$ cat src/rtl/vga_timing_pkg.sv
// Shared VGA raster timing constants and the 16-bit coordinate type.
// Default timing is standard 640x480 at a 25 MHz pixel clock derived from 100 MHz.
package vga_timing_pkg;

   typedef logic [15:0] coord_t;

   localparam int DEF_CLK_DIV   = 4;
   localparam int DEF_H_VISIBLE = 640;
   localparam int DEF_H_FP      = 16;
   localparam int DEF_H_SYNC    = 96;
   localparam int DEF_H_BP      = 48;
   localparam int DEF_V_VISIBLE = 480;
   localparam int DEF_V_FP      = 10;
   localparam int DEF_V_SYNC    = 2;
   localparam int DEF_V_BP      = 33;

   localparam int H_TOTAL      = DEF_H_VISIBLE + DEF_H_FP + DEF_H_SYNC + DEF_H_BP;
   localparam int V_TOTAL      = DEF_V_VISIBLE + DEF_V_FP + DEF_V_SYNC + DEF_V_BP;
   localparam int H_SYNC_START = DEF_H_VISIBLE + DEF_H_FP;
   localparam int H_SYNC_END   = H_SYNC_START + DEF_H_SYNC - 1;
   localparam int V_SYNC_START = DEF_V_VISIBLE + DEF_V_FP;
   localparam int V_SYNC_END   = V_SYNC_START + DEF_V_SYNC - 1;

   function automatic coord_t wrap_inc(input coord_t value, input coord_t last);
      return (value == last) ? '0 : value + 16'd1;
   endfunction

endpackage

$ cat src/rtl/vga_timing_gen_pixel_clk_div.sv
// System-clock to pixel-rate divider. o_tick marks the clk whose edge wraps the
// divider; o_pix_en is the same event registered, so it is high for that one clk afterwards.
module pixel_clk_div #(
   parameter int CLK_DIV = 4
) (
   input  logic i_clk,
   input  logic i_rst_n,
   output logic o_tick,
   output logic o_pix_en
);

   localparam int              DW         = (CLK_DIV > 1) ? $clog2(CLK_DIV) : 1;
   localparam logic [DW-1:0]   L_DIV_LAST = DW'(CLK_DIV - 1);

   logic [DW-1:0] r_div;
   logic          r_pix_en;
   logic          w_tick;

   assign w_tick   = (r_div == L_DIV_LAST);
   assign o_tick   = w_tick;
   assign o_pix_en = r_pix_en;

   always_ff @(posedge i_clk or negedge i_rst_n) begin
      if (!i_rst_n) begin
         r_div    <= '0;
         r_pix_en <= 1'b0;
      end else begin
         r_div    <= w_tick ? '0 : r_div + DW'(1);
         r_pix_en <= w_tick;
      end
   end

endmodule

$ cat src/rtl/vga_timing_gen.sv
// VGA raster generator: pixel divider, column/row counters and registered sync/visible/strobe flags.
// Optional VGA_FRAME_COUNT_EN adds an 8-bit frame counter port (frame_count).
module vga_timing_gen
   import vga_timing_pkg::*;
#(
   parameter int CLK_DIV   = DEF_CLK_DIV,
   parameter int H_VISIBLE = DEF_H_VISIBLE,
   parameter int H_FP      = DEF_H_FP,
   parameter int H_SYNC    = DEF_H_SYNC,
   parameter int H_BP      = DEF_H_BP,
   parameter int V_VISIBLE = DEF_V_VISIBLE,
   parameter int V_FP      = DEF_V_FP,
   parameter int V_SYNC    = DEF_V_SYNC,
   parameter int V_BP      = DEF_V_BP
) (
   input  logic        clk,
   input  logic        rst_n,
`ifdef VGA_FRAME_COUNT_EN
   output logic [7:0]  frame_count,
`endif
   output logic        pix_en,
   output logic [15:0] column,
   output logic [15:0] row,
   output logic        hsync,
   output logic        vsync,
   output logic        video_on,
   output logic        line_start,
   output logic        frame_start
);

   localparam int     L_H_TOTAL_I = H_VISIBLE + H_FP + H_SYNC + H_BP;
   localparam int     L_V_TOTAL_I = V_VISIBLE + V_FP + V_SYNC + V_BP;
   localparam coord_t L_H_LAST    = coord_t'(L_H_TOTAL_I - 1);
   localparam coord_t L_V_LAST    = coord_t'(L_V_TOTAL_I - 1);
   localparam coord_t L_H_VIS     = coord_t'(H_VISIBLE);
   localparam coord_t L_V_VIS     = coord_t'(V_VISIBLE);
   localparam coord_t L_HS_START  = coord_t'(H_VISIBLE + H_FP);
   localparam coord_t L_HS_END    = coord_t'(H_VISIBLE + H_FP + H_SYNC - 1);
   localparam coord_t L_VS_START  = coord_t'(V_VISIBLE + V_FP);
   localparam coord_t L_VS_END    = coord_t'(V_VISIBLE + V_FP + V_SYNC - 1);

   if (CLK_DIV < 1) begin : g_bad_clk_div
      $error("vga_timing_gen: CLK_DIV must be at least 1");
   end
   if (L_H_TOTAL_I >= 65536 || L_V_TOTAL_I >= 65536) begin : g_bad_totals
      $error("vga_timing_gen: H/V totals must fit in 16 bits");
   end

   logic   w_tick;
   coord_t r_column, r_row;
   logic   r_hsync, r_vsync, r_video_on, r_line_start, r_frame_start;
   coord_t w_col_nxt, w_row_nxt;
   logic   w_hsync_nxt, w_vsync_nxt, w_video_on_nxt, w_line_start_nxt, w_frame_start_nxt;

   pixel_clk_div #(
      .CLK_DIV (CLK_DIV)
   ) u_pixel_clk_div (
      .i_clk    (clk),
      .i_rst_n  (rst_n),
      .o_tick   (w_tick),
      .o_pix_en (pix_en)
   );

   // Flags are decoded from the next counter values so they land on the same edge as the counters.
   always_comb begin
      w_col_nxt         = wrap_inc(r_column, L_H_LAST);
      w_row_nxt         = r_row;
      if (r_column == L_H_LAST) begin
         w_row_nxt = wrap_inc(r_row, L_V_LAST);
      end
      w_hsync_nxt       = !((w_col_nxt >= L_HS_START) && (w_col_nxt <= L_HS_END));
      w_vsync_nxt       = !((w_row_nxt >= L_VS_START) && (w_row_nxt <= L_VS_END));
      w_video_on_nxt    = (w_col_nxt < L_H_VIS) && (w_row_nxt < L_V_VIS);
      w_line_start_nxt  = (w_col_nxt == '0);
      w_frame_start_nxt = (w_col_nxt == '0) && (w_row_nxt == '0);
   end

   always_ff @(posedge clk or negedge rst_n) begin
      if (!rst_n) begin
         r_column      <= L_H_LAST;
         r_row         <= L_V_LAST;
         r_hsync       <= 1'b1;
         r_vsync       <= 1'b1;
         r_video_on    <= 1'b0;
         r_line_start  <= 1'b0;
         r_frame_start <= 1'b0;
      end else if (w_tick) begin
         r_column      <= w_col_nxt;
         r_row         <= w_row_nxt;
         r_hsync       <= w_hsync_nxt;
         r_vsync       <= w_vsync_nxt;
         r_video_on    <= w_video_on_nxt;
         r_line_start  <= w_line_start_nxt;
         r_frame_start <= w_frame_start_nxt;
      end else begin
         r_line_start  <= 1'b0;
         r_frame_start <= 1'b0;
      end
   end

`ifdef VGA_FRAME_COUNT_EN
   logic [7:0] r_frame_count;

   always_ff @(posedge clk or negedge rst_n) begin
      if (!rst_n) begin
         r_frame_count <= 8'd0;
      end else if (w_tick && w_frame_start_nxt) begin
         r_frame_count <= r_frame_count + 8'd1;
      end
   end

   assign frame_count = r_frame_count;
`endif

   assign column      = r_column;
   assign row         = r_row;
   assign hsync       = r_hsync;
   assign vsync       = r_vsync;
   assign video_on    = r_video_on;
   assign line_start  = r_line_start;
   assign frame_start = r_frame_start;

endmodule

$ cat config.mk
export PLATFORM = sky130hd
export DESIGN_NAME = vga_timing_gen
export DESIGN_NICKNAME = d
export VERILOG_FILES = /design/src/rtl/vga_timing_pkg.sv /design/src/rtl/vga_timing_gen_pixel_clk_div.sv /design/src/rtl/vga_timing_gen.sv
export SDC_FILE = /design/constraint.sdc
export NUM_CORES = 1
export LEC_CHECK = 0
export ABC_CLOCK_PERIOD_IN_PS = 3270
export CORE_MARGIN = 3
export CORE_UTILIZATION = 57
export CTS_BUF_LIST = sky130_fd_sc_hd__clkbuf_8
export DETAILED_ROUTE_END_ITERATION = 8
export MAX_ROUTING_LAYER = met4
export PLACE_DENSITY = 0.83
export SYNTH_ARGS = -nofsm -noshare
export SYNTH_HDL_FRONTEND = slang
export SYNTH_SLANG_ARGS = --single-unit
$ cat constraint.sdc
create_clock -name clk -period 3.27 [get_ports clk]
set_input_delay 0.327 -clock clk [delete_from_list [all_inputs] [get_ports clk]]
set_output_delay 0.327 -clock clk [all_outputs]
set_load 0.03 [all_outputs]
[Word level (Yosys, flattened, before mapping)]
Cells that the tools add are included.
Operators by class
  $add $sub $neg: 3
  $lt $le $gt $ge: 6
  eq/ne operators: 3
  mux-type cells: 6
  reduce and logical (&&, ||, !) cells: 8
Operators by type and width (count)
  2-to-1 mux 16 bit: 3
  adder 16 x 1 -> 16 bit, second input constant: 2
  == test 16 x 10 -> 1 bit, second input constant: 2
  zero test 16 bit: 2
  greater-or-equal comparator 16 x 10 -> 1 bit, second input constant: 1
  greater-or-equal comparator 16 x 9 -> 1 bit, second input constant: 1
  less-or-equal comparator 16 x 10 -> 1 bit, second input constant: 1
  less-or-equal comparator 16 x 9 -> 1 bit, second input constant: 1
  less-than comparator 16 x 10 -> 1 bit, second input constant: 1
  less-than comparator 16 x 9 -> 1 bit, second input constant: 1
  logical AND 1 bit: 4
  adder 2 x 1 -> 2 bit, second input constant: 1
  == test 2 bit, second input constant: 1
  zero test 1 bit: 2
  2-to-1 mux 1 bit: 2
  2-to-1 mux 2 bit: 1
Word-level totals
  register bits: 40
  bits of input ports: 2
  output and inout bits: 38
  logic and storage cells: 35

[Depth between registers and ports, before layout]
Gate-level depths: netlist (run 1).
  depth in word-level cells: 6
  mapped depth: 9
  mapped depth without buffers: 8

[Hierarchy]
From an unflattened synthesis (run 1), not the netlist that was laid out.
Second synthesis, totals
  cell total of the unflattened synthesis: 316
  area, all modules: 2735.1 µm²
Modules (own cells, without submodules)
  vga_timing_gen: instances 1, cells each 311, area each 2643.8 µm², sequential area each 940.9 µm²
  pixel_clk_div: instances 1, cells each 5, area each 91.3 µm², sequential area each 75.1 µm²

[Worst setup path after synthesis (run 1)]
No wires, ideal clock.
  kind: register -> register
  start: register r_column[1] (netlist: column[1])
  end: register r_vsync (netlist: vsync)
  setup time: 0.083 ns
  arrival time: 2.467 ns
  required time: 3.187 ns
  path slack: 0.720 ns
  stages on the path, launching flop included: 10
  path buffers: 1
  period minus slack after synthesis: 2.550 ns
  path through: dfstp_2 ha_1 and4_1 and4_1 and2_1 buf_2 nand3_1 mux2_2 nand4_1 o32a_1
On the way
  word-level cells in the longest chain between the ends: 5
  elaborated cells on any way between the ends: 6
  those cells by class: order compare: 2; eq/ne: 1; mux: 1; reduce/logical: 2
RTL lines
  start: declaration: RTL line vga_timing_gen.sv:50  | coord_t r_column, r_row;
  start signal: assignment: RTL line vga_timing_gen.sv:88  | r_column <= w_col_nxt;
  == test 16 x 10 -> 1 bit (*): RTL line vga_timing_gen.sv:68  | if (r_column == L_H_LAST) begin
  2-to-1 mux 16 bit (*): RTL line vga_timing_gen.sv:68
  greater-or-equal comparator 16 x 9 -> 1 bit / less-or-equal comparator 16 x 9 -> 1 bit (equally long branches): RTL line vga_timing_gen.sv:72  | w_vsync_nxt = !((w_row_nxt >= L_VS_START) && (w_row_nxt <= L_VS_END));
  logical AND 1 bit (*): RTL line vga_timing_gen.sv:72
  zero test 1 bit (*): RTL line vga_timing_gen.sv:72
  end signal: assignment: RTL line vga_timing_gen.sv:91  | r_vsync <= w_vsync_nxt;
  end: declaration: RTL line vga_timing_gen.sv:51  | logic r_hsync, r_vsync, r_video_on, r_line_start, r_frame_start;
Mark *: on every way between the ends. The rest lies on a longest branch, timed or not.
A chain may end at the register's enable or synchronous reset.

[Final worst setup path (run 1)]
  start: register r_column[1] (netlist: column[1])
  end: register r_frame_start (netlist: frame_start)
On the way
  word-level cells in the longest chain between the ends: 5
  elaborated cells on any way between the ends: 8
  those cells by class: add/sub: 1; eq/ne: 1; mux: 3; reduce/logical: 3
RTL lines
  adder 16 x 1 -> 16 bit / == test 16 x 10 -> 1 bit (equally long branches): RTL line vga_timing_pkg.sv:25, vga_timing_gen.sv:68
  2-to-1 mux 16 bit (on tied branches): RTL line vga_timing_pkg.sv:25, vga_timing_gen.sv:68
  zero test 16 bit: RTL line vga_timing_gen.sv:75  | w_frame_start_nxt = (w_col_nxt == '0) && (w_row_nxt == '0);
  logical AND 1 bit (*): RTL line vga_timing_gen.sv:75
  2-to-1 mux 1 bit (*): RTL line vga_timing_gen.sv:87  | end else if (w_tick) begin
  end signal: assignment: RTL line vga_timing_gen.sv:94  | r_frame_start <= w_frame_start_nxt;
  end: declaration: RTL line vga_timing_gen.sv:51
Marked as above.

==> results of run 1 <==
==> cell type report <==
class	count	share of cell area
multi-input cells	239	0.489
well taps	65	0.0253
inverters	7	0.00818
repair buffers	41	0.125
clock buffers	5	0.0214
flip-flops and latches	40	0.316
clock inverters	3	0.0148
==> critical path, delay by kind of cell, from the launching register on <==
kind                     cells  cell delay [ns]
AO/OA/AOI/OAI                2             0.30
adder cells (fa/ha/maj)      1             0.26
flip-flops                   1             0.60
AND/OR/NAND/NOR              5             1.57
==> kinds of logic (layout without fill, tap and decap cells) <==
group | count (synthesis) | in the layout | share of synthesized area
AO/OA/AOI/OAI | 57 | 57 | 0.134
XOR/XNOR | 28 | 28 | 0.0885
adder cells (fa/ha/maj) | 6 | 6 | 0.0271
buffers and inverters | 40 | 56 | 0.0655
flip-flops | 40 | 40 | 0.367
multiplexers | 4 | 4 | 0.0149
AND/OR/NAND/NOR | 144 | 144 | 0.304
==> power by group through the flow <==
stage / clock (mW) / combinational [mW] / sequential, mW
2_1_floorplan: 0 / 0.000000602 / 0.504
3_3_place_gp: 0 / 0.0100 / 0.504
3_5_place_dp: 0 / 0.0102 / 0.504
4_1_cts: 0.428 / 0.0102 / 0.495
5_1_grt: 0.454 / 0.0111 / 0.495
6_report: 0.421 / 0.00951 / 0.495
==> flip-flops by register name, summed over array words and instances (netlist names) <==
name,count
u_pixel_clk_div.o_pix_en,1
column,16
vsync,1
u_pixel_clk_div.r_div,2
video_on,1
line_start,1
hsync,1
row,16
frame_start,1
==> placed cells by master (no fill, tap or decap), drive strengths merged, types with 8 or more instances in the layout <==
cell / instances
nor2: 24
and4: 8
nand2: 28
nor3: 16
clkdlybuf4s50: 38
dfstp: 12
o21ai: 13
a21oi: 10
nand4: 14
nand3: 19
and3: 9
dfrtp: 28
xnor2: 22
==> how the worst min path moves through the flow <==
stage                                       start                                 end  slack (ns)
2_1_floorplan                               rst_n              column[10]$_DFFE_PN0P_        0.03
3_3_place_gp   u_pixel_clk_div.r_div[0]$_DFF_PN0_  u_pixel_clk_div.r_div[0]$_DFF_PN0_        0.41
3_5_place_dp   u_pixel_clk_div.r_div[0]$_DFF_PN0_  u_pixel_clk_div.r_div[0]$_DFF_PN0_        0.42
4_1_cts                                     rst_n                 row[10]$_DFFE_PN0P_        0.16
5_1_grt                                     rst_n                 row[10]$_DFFE_PN0P_        0.18
6_report                                    rst_n                 row[10]$_DFFE_PN0P_        0.14
==> layer usage <==
layer	track usage	share of wire
met1	0.376	0.46
met2	0.364	0.45
met3	0.0462	0.071
met4	0.0718	0.013
met5	-	0
==> metrics by stage <==
stage                     utilization  hold WS [ns]  instances
after floorplan                     -        0.0314        319
after global placement          0.683         0.414        392
after detailed placement        0.683         0.421        392
after CTS                       0.709         0.163        400
final                           0.709         0.140        400
after global routing            0.709         0.183        400
==> results.md, run 1 <==
* Slowest cell delay on critical path at 0.60 ns
* Clock Sinks at 40
* Sequential cell area at 1020 sq um
* Design area at 3210 sq um
* Setup WS pre-CTS at 0.532 ns
* Ant. Diodes at 0
* FF-to-FF End: frame_start$_DFF_PN0_
* Required time of the critical path at 3.48 ns
* Synth top area share at 0.253
* Sequential fraction of the synthesis area at 0.367
* Final Max Tran Viols at 0
* Yosys warns at 0
* Worst path arrival time at 3.03 ns
* Clock transition at the registers of the reported paths at 0.09 ns
* DRC errors left at 0
* Drt total wl at 6640 um
* CP Class: flop to flop
* Max VDD drop at 203 uV
* Initial drt markers at 181
* First-pass GRT wire length at 11000 um
* Top post-synthesis cells by area: dfrtp_1 (25%), dfstp_2 (11%), xnor2_1 (7.0%)
* Layout cells sized above 1 at 0.113
* Final ANT Viol Nets at 0
* CTS resizes at 0
* Final hold violations at 0
* Fill count at 369
* Cts hold-fix bufs at 0
* Async SR Flop Fraction at 1.00
* Least-Margin Pin Slew at 0.871 ns
* Status: finished clean
* Clk_lat worst skew at 0.30 ns
* Final min period at 2.81 ns
* Post-synth EDFFs at 0
* First drt pass iteration count at 5
* Setup crit start kind: flop
* Critical-path cell list: ha_1, nand4_1, nor3_1, and3_1, o22ai_1, nor3_4, o211ai_1, nor4_2
* TritonCTS clock tree: done
* Combinational Power Share at 0.010
* Leakage at 1.22 nW
* Syn Area/Cell at 8.68 sq um
* Clock Skew at 0.00475 ns
* Setup TNS at 0 ns
* Total CTS buffers at 5
* Die Ht at 75.7 um
* Cell Rows at 24
* FMAX at 355 MHz
* Synth Net Count at 327
* Avg WL per Cell at 16.6 um
* Final cycle utilization of the critical path at 0.860
* Synth top cells by count: dfrtp_1 (28), nand2_1 (28), nor2_1 (23)
* Setup crit end kind: flop
* Hold Crit Class: input port to async pin
* Synth Flop Type: dfrtp_1
* FF-to-FF setup slack at 0.46 ns
* H-tree depth at 2
* Initial antenna violation count at 0
* RSZ-0062 raised after global routing: false
* Clk buf depth at 2
* Via Count at 2503
* GR Overflow Total at 0
* Max_slew headroom at 0.420
* Post-Syn Area at 2770 sq um
* Core footprint at 4530 sq um
* Largest net degree at the start of global routing at 41
* Worst Setup SP: column[1]$_DFFE_PN1P_
* Sw frac at 0.216
* Nets@finish at 342
* Synth-to-layout area growth at 16.0%
* Power per cell area at 288 nW/um^2
* HPWL Detailed at 4630 um
* Initial core utilization at 0.611
* Pwr Total at 0.925 mW
* Area taken by multi-input logic gates at 1570 sq um
* I/O Buffers at 39
* Reg-to-Reg Start: column[1]$_DFFE_PN1P_
* Most area-hungry cell type in the Yosys netlist: dfrtp_1
* Cells after Synth at 319
* Vias per cell at 6.26
* Critical Path Sink: frame_start$_DFF_PN0_
* Clk pwr share at 0.455
* Seq pwr share at 0.535
* Placed cell areas at 3100 sq um
* NetSw at 0.200 mW
* Fin worst setup slack at 0.456 ns
* Die area at 5730 sq um
* RePlAce Congestion at 0.960
* Synthesized flop and latch total at 40
* Total track usage at 0.257
* Max-cap violations at 0
* Root Driver: clkbuf_8
* Final setup vio count at 0
* # Post-CTS Setup Buffers at 0
* Cell internal pwr at 0.725 mW
* Crit-path max FO at 8
* Vias in the first global route at 2167
* Synth unique cells at 57
* Die X at 75.7 um
* R2R depth at 8
* Slowest stage cell, crit path: dfstp_2
* Boundary Pins at 40
No activity file was read; power rests on OpenSTA's default activity.
==> inputs of run 2 (changes only) <==
--- a/config.mk
+++ b/config.mk
@@ -9,6 +9,7 @@
 export CORE_MARGIN = 3
 export CORE_UTILIZATION = 57
 export CTS_BUF_LIST = sky130_fd_sc_hd__clkbuf_8
+export CTS_CLUSTER_SIZE = 10
 export DETAILED_ROUTE_END_ITERATION = 8
 export MAX_ROUTING_LAYER = met4
 export PLACE_DENSITY = 0.83
==> results of run 2 <==
Final layout, timing and power as in run 1 (identical DEF).
==> inputs of run 3 (changes only) <==
--- a/config.mk
+++ b/config.mk
@@ -6,13 +6,13 @@
 export NUM_CORES = 1
 export LEC_CHECK = 0
 export ABC_CLOCK_PERIOD_IN_PS = 3270
-export CORE_MARGIN = 3
 export CORE_UTILIZATION = 57
 export CTS_BUF_LIST = sky130_fd_sc_hd__clkbuf_8
 export CTS_CLUSTER_SIZE = 10
 export DETAILED_ROUTE_END_ITERATION = 8
 export MAX_ROUTING_LAYER = met4
 export PLACE_DENSITY = 0.83
+export SETUP_SLACK_MARGIN = 0.3
 export SYNTH_ARGS = -nofsm -noshare
 export SYNTH_HDL_FRONTEND = slang
 export SYNTH_SLANG_ARGS = --single-unit
==> results.md, run 3 (synthesis results as in run 1) <==
* RePlAce Congestion at 0.911 (-5.1%)
* Hold Crit Class: input port to async pin
* Setup crit start kind: flop
* Initial core utilization at 0.615 (+0.00407)
* Vias per cell at 6.35 (+1.4%)
* First-pass GRT wire length at 10200 um (-7.0%)
* TritonCTS clock tree: done
* Largest net degree at the start of global routing at 41 (unchanged)
* Total CTS buffers at 5 (unchanged)
* Setup TNS at 0 ns (unchanged)
* First drt pass iteration count at 5 (unchanged)
* Clock Skew at 0.00386 ns (-0.000885 ns)
* Reg-to-Reg Start: column[1]$_DFFE_PN1P_
* Max_slew headroom at 0.408 (-0.0117)
* Met3 Use GR at 0.0422 (-0.00398)
* Setup WS pre-CTS at 0.460 ns (-0.0714 ns)
* Busiest layer in global routing: met1
* Final setup vio count at 0 (unchanged)
* Required time of the critical path at 3.49 ns (about the same)
* Pwr Total at 0.842 mW (-9.0%)
* Worst Setup SP: column[1]$_DFFE_PN1P_
* Clk_lat worst skew at 0.29 ns (about the same)
* Max-cap violations at 0 (unchanged)
* Final Max Tran Viols at 0 (unchanged)
* Boundary Pins at 40 (unchanged)
* Die X at 71.7 um (-5.3%)
* FMAX at 363 MHz (+2.1%)
* CP Class: flop to flop
* Worst path arrival time at 2.98 ns (-0.05 ns)
* Synth-to-layout area growth at 15.2%
* Clock transition at the registers of the reported paths at 0.08 ns (about the same)
* Leakage at 1.23 nW (+0.31%)
* Final cycle utilization of the critical path at 0.842 (-0.0181)
* GR Overflow Total at 0 (unchanged)
* Final min period at 2.75 ns (-0.0592 ns)
* Avg WL per Cell at 15.9 um (-3.9%)
* Root Driver: clkbuf_8
* Nets@finish at 344 (+0.58%)
* Clock Sinks at 40 (unchanged)
* Layout cells sized above 1 at 0.116 (+0.00229)
* Status: finished clean
* Die area at 5140 sq um (-10%)
* H-tree depth at 2 (unchanged)
* Via Count at 2469 (-1.4%)
* Non-Filler Instances at 389 (-2.8%)
* Die Ht at 71.7 um (-5.3%)
* Most common cell after layout, fill and taps aside: clkdlybuf4s50_1
* Cell Rows at 24 (unchanged)
* Clk buf depth at 2 (unchanged)
* Crit-path max FO at 8 (unchanged)
* Final hold violations at 0 (unchanged)
* Core footprint at 4500 sq um (-0.66%)
* Fin worst setup slack at 0.516 ns (+0.0592 ns)
* Initial antenna violation count at 0 (unchanged)
* Initial drt markers at 230 (+27%)
* DRC errors left at 0 (unchanged)
* Placed instance count at 378 (-3.6%)
* Met2 Track Usage GR at 0.366 (+0.00149)
* Setup crit end kind: flop
* RSZ-0062 raised after global routing: false
* Grt met1 use at 0.386 (+0.0102)
* HPWL Detailed at 4200 um (-9.3%)
* I/O Buffers at 39 (unchanged)
* Power per cell area at 264 nW/um^2 (-8.3%)
* Final ANT Viol Nets at 0 (unchanged)
* Vias in the first global route at 2044 (-5.7%)
* Total track usage at 0.261 (+0.00340)
* Drt total wl at 6200 um (-6.6%)
* Commonest cells after routing, fill and taps aside: clkdlybuf4s50_1 (38), nand2_1 (28), dfrtp_1 (28), nor2_1 (23), xnor2_1 (22)
* Cts hold-fix bufs at 0 (unchanged)
* Least-Margin Pin Slew at 0.888 ns (+0.0176 ns)
* Max VDD drop at 218 uV (+7.2%)
* Ant. Diodes at 0 (unchanged)
[run 3: critical path: stages (launching register included)]
cell	delay (ns)
dfstp_2	0.61
ha_1	0.26
and4_1	0.31
and4_1	0.28
and2_1	0.25
nand4_1	0.13
mux2i_1	0.26
nand4_1	0.20
o32a_1	0.38
[run 3: worst paths after layout]
check	endpoint	slack, ns	cells past startpoint
hold reg to reg	u_pixel_clk_div.r_div[0]$_DFF_PN0_	0.42	1
min in group clk	u_pixel_clk_div.r_div[0]$_DFF_PN0_	0.42	1
max in group asynchronous	u_pixel_clk_div.r_div[1]$_DFF_PN0_	2.57	1
hold / removal	column[7]$_DFFE_PN0P_	0.15	1
setup reg to reg	vsync$_DFFE_PN1P_	0.52	8
setup / recovery	vsync$_DFFE_PN1P_	0.52	8
[run 3: what timing repair did]
item	CTS	global route
endpoints found under the setup margin	0	2
gates resized for setup	0	1
buffers inserted	0	3
[run 3: layout make-up]
cell class                      instances  area (sq um)
Sequential cell                        40          1020
Fill cell                             333          1310
Tap cell                               52          65.1
Inverter                                7          26.3
Clock buffer                            6          82.6
Clock inverter                          2          7.51
Timing Repair Buffer                   43           415
Multi-Input combinational cell        239          1580
[run 3: metrics by stage]
step           instance area [sq um]  hold WS [ns]  utilization
2_1_floorplan                   2770        0.0314            -
3_3_place_gp                    3070         0.414        0.682
3_5_place_dp                    3070         0.416        0.682
4_1_cts                         3160         0.176        0.702
5_1_grt                         3190         0.237        0.708
6_report                        3190         0.152        0.708
[run 3: routing by layer]
| metal | vias to the layer above | part of all wire |
|---|---|---|
| met4 | 0 | 0.011 |
| met5 | - | 0 |
| li1 | 1187 | - |
| met1 | 1166 | 0.46 |
| met3 | 9 | 0.078 |
| met2 | 107 | 0.45 |
[run 3: power breakdown]
part           total (mW)  internal [mW]  switching, mW
clock network       0.338          0.166          0.172
logic             0.00966       0.000432        0.00923
registers           0.495          0.495              0
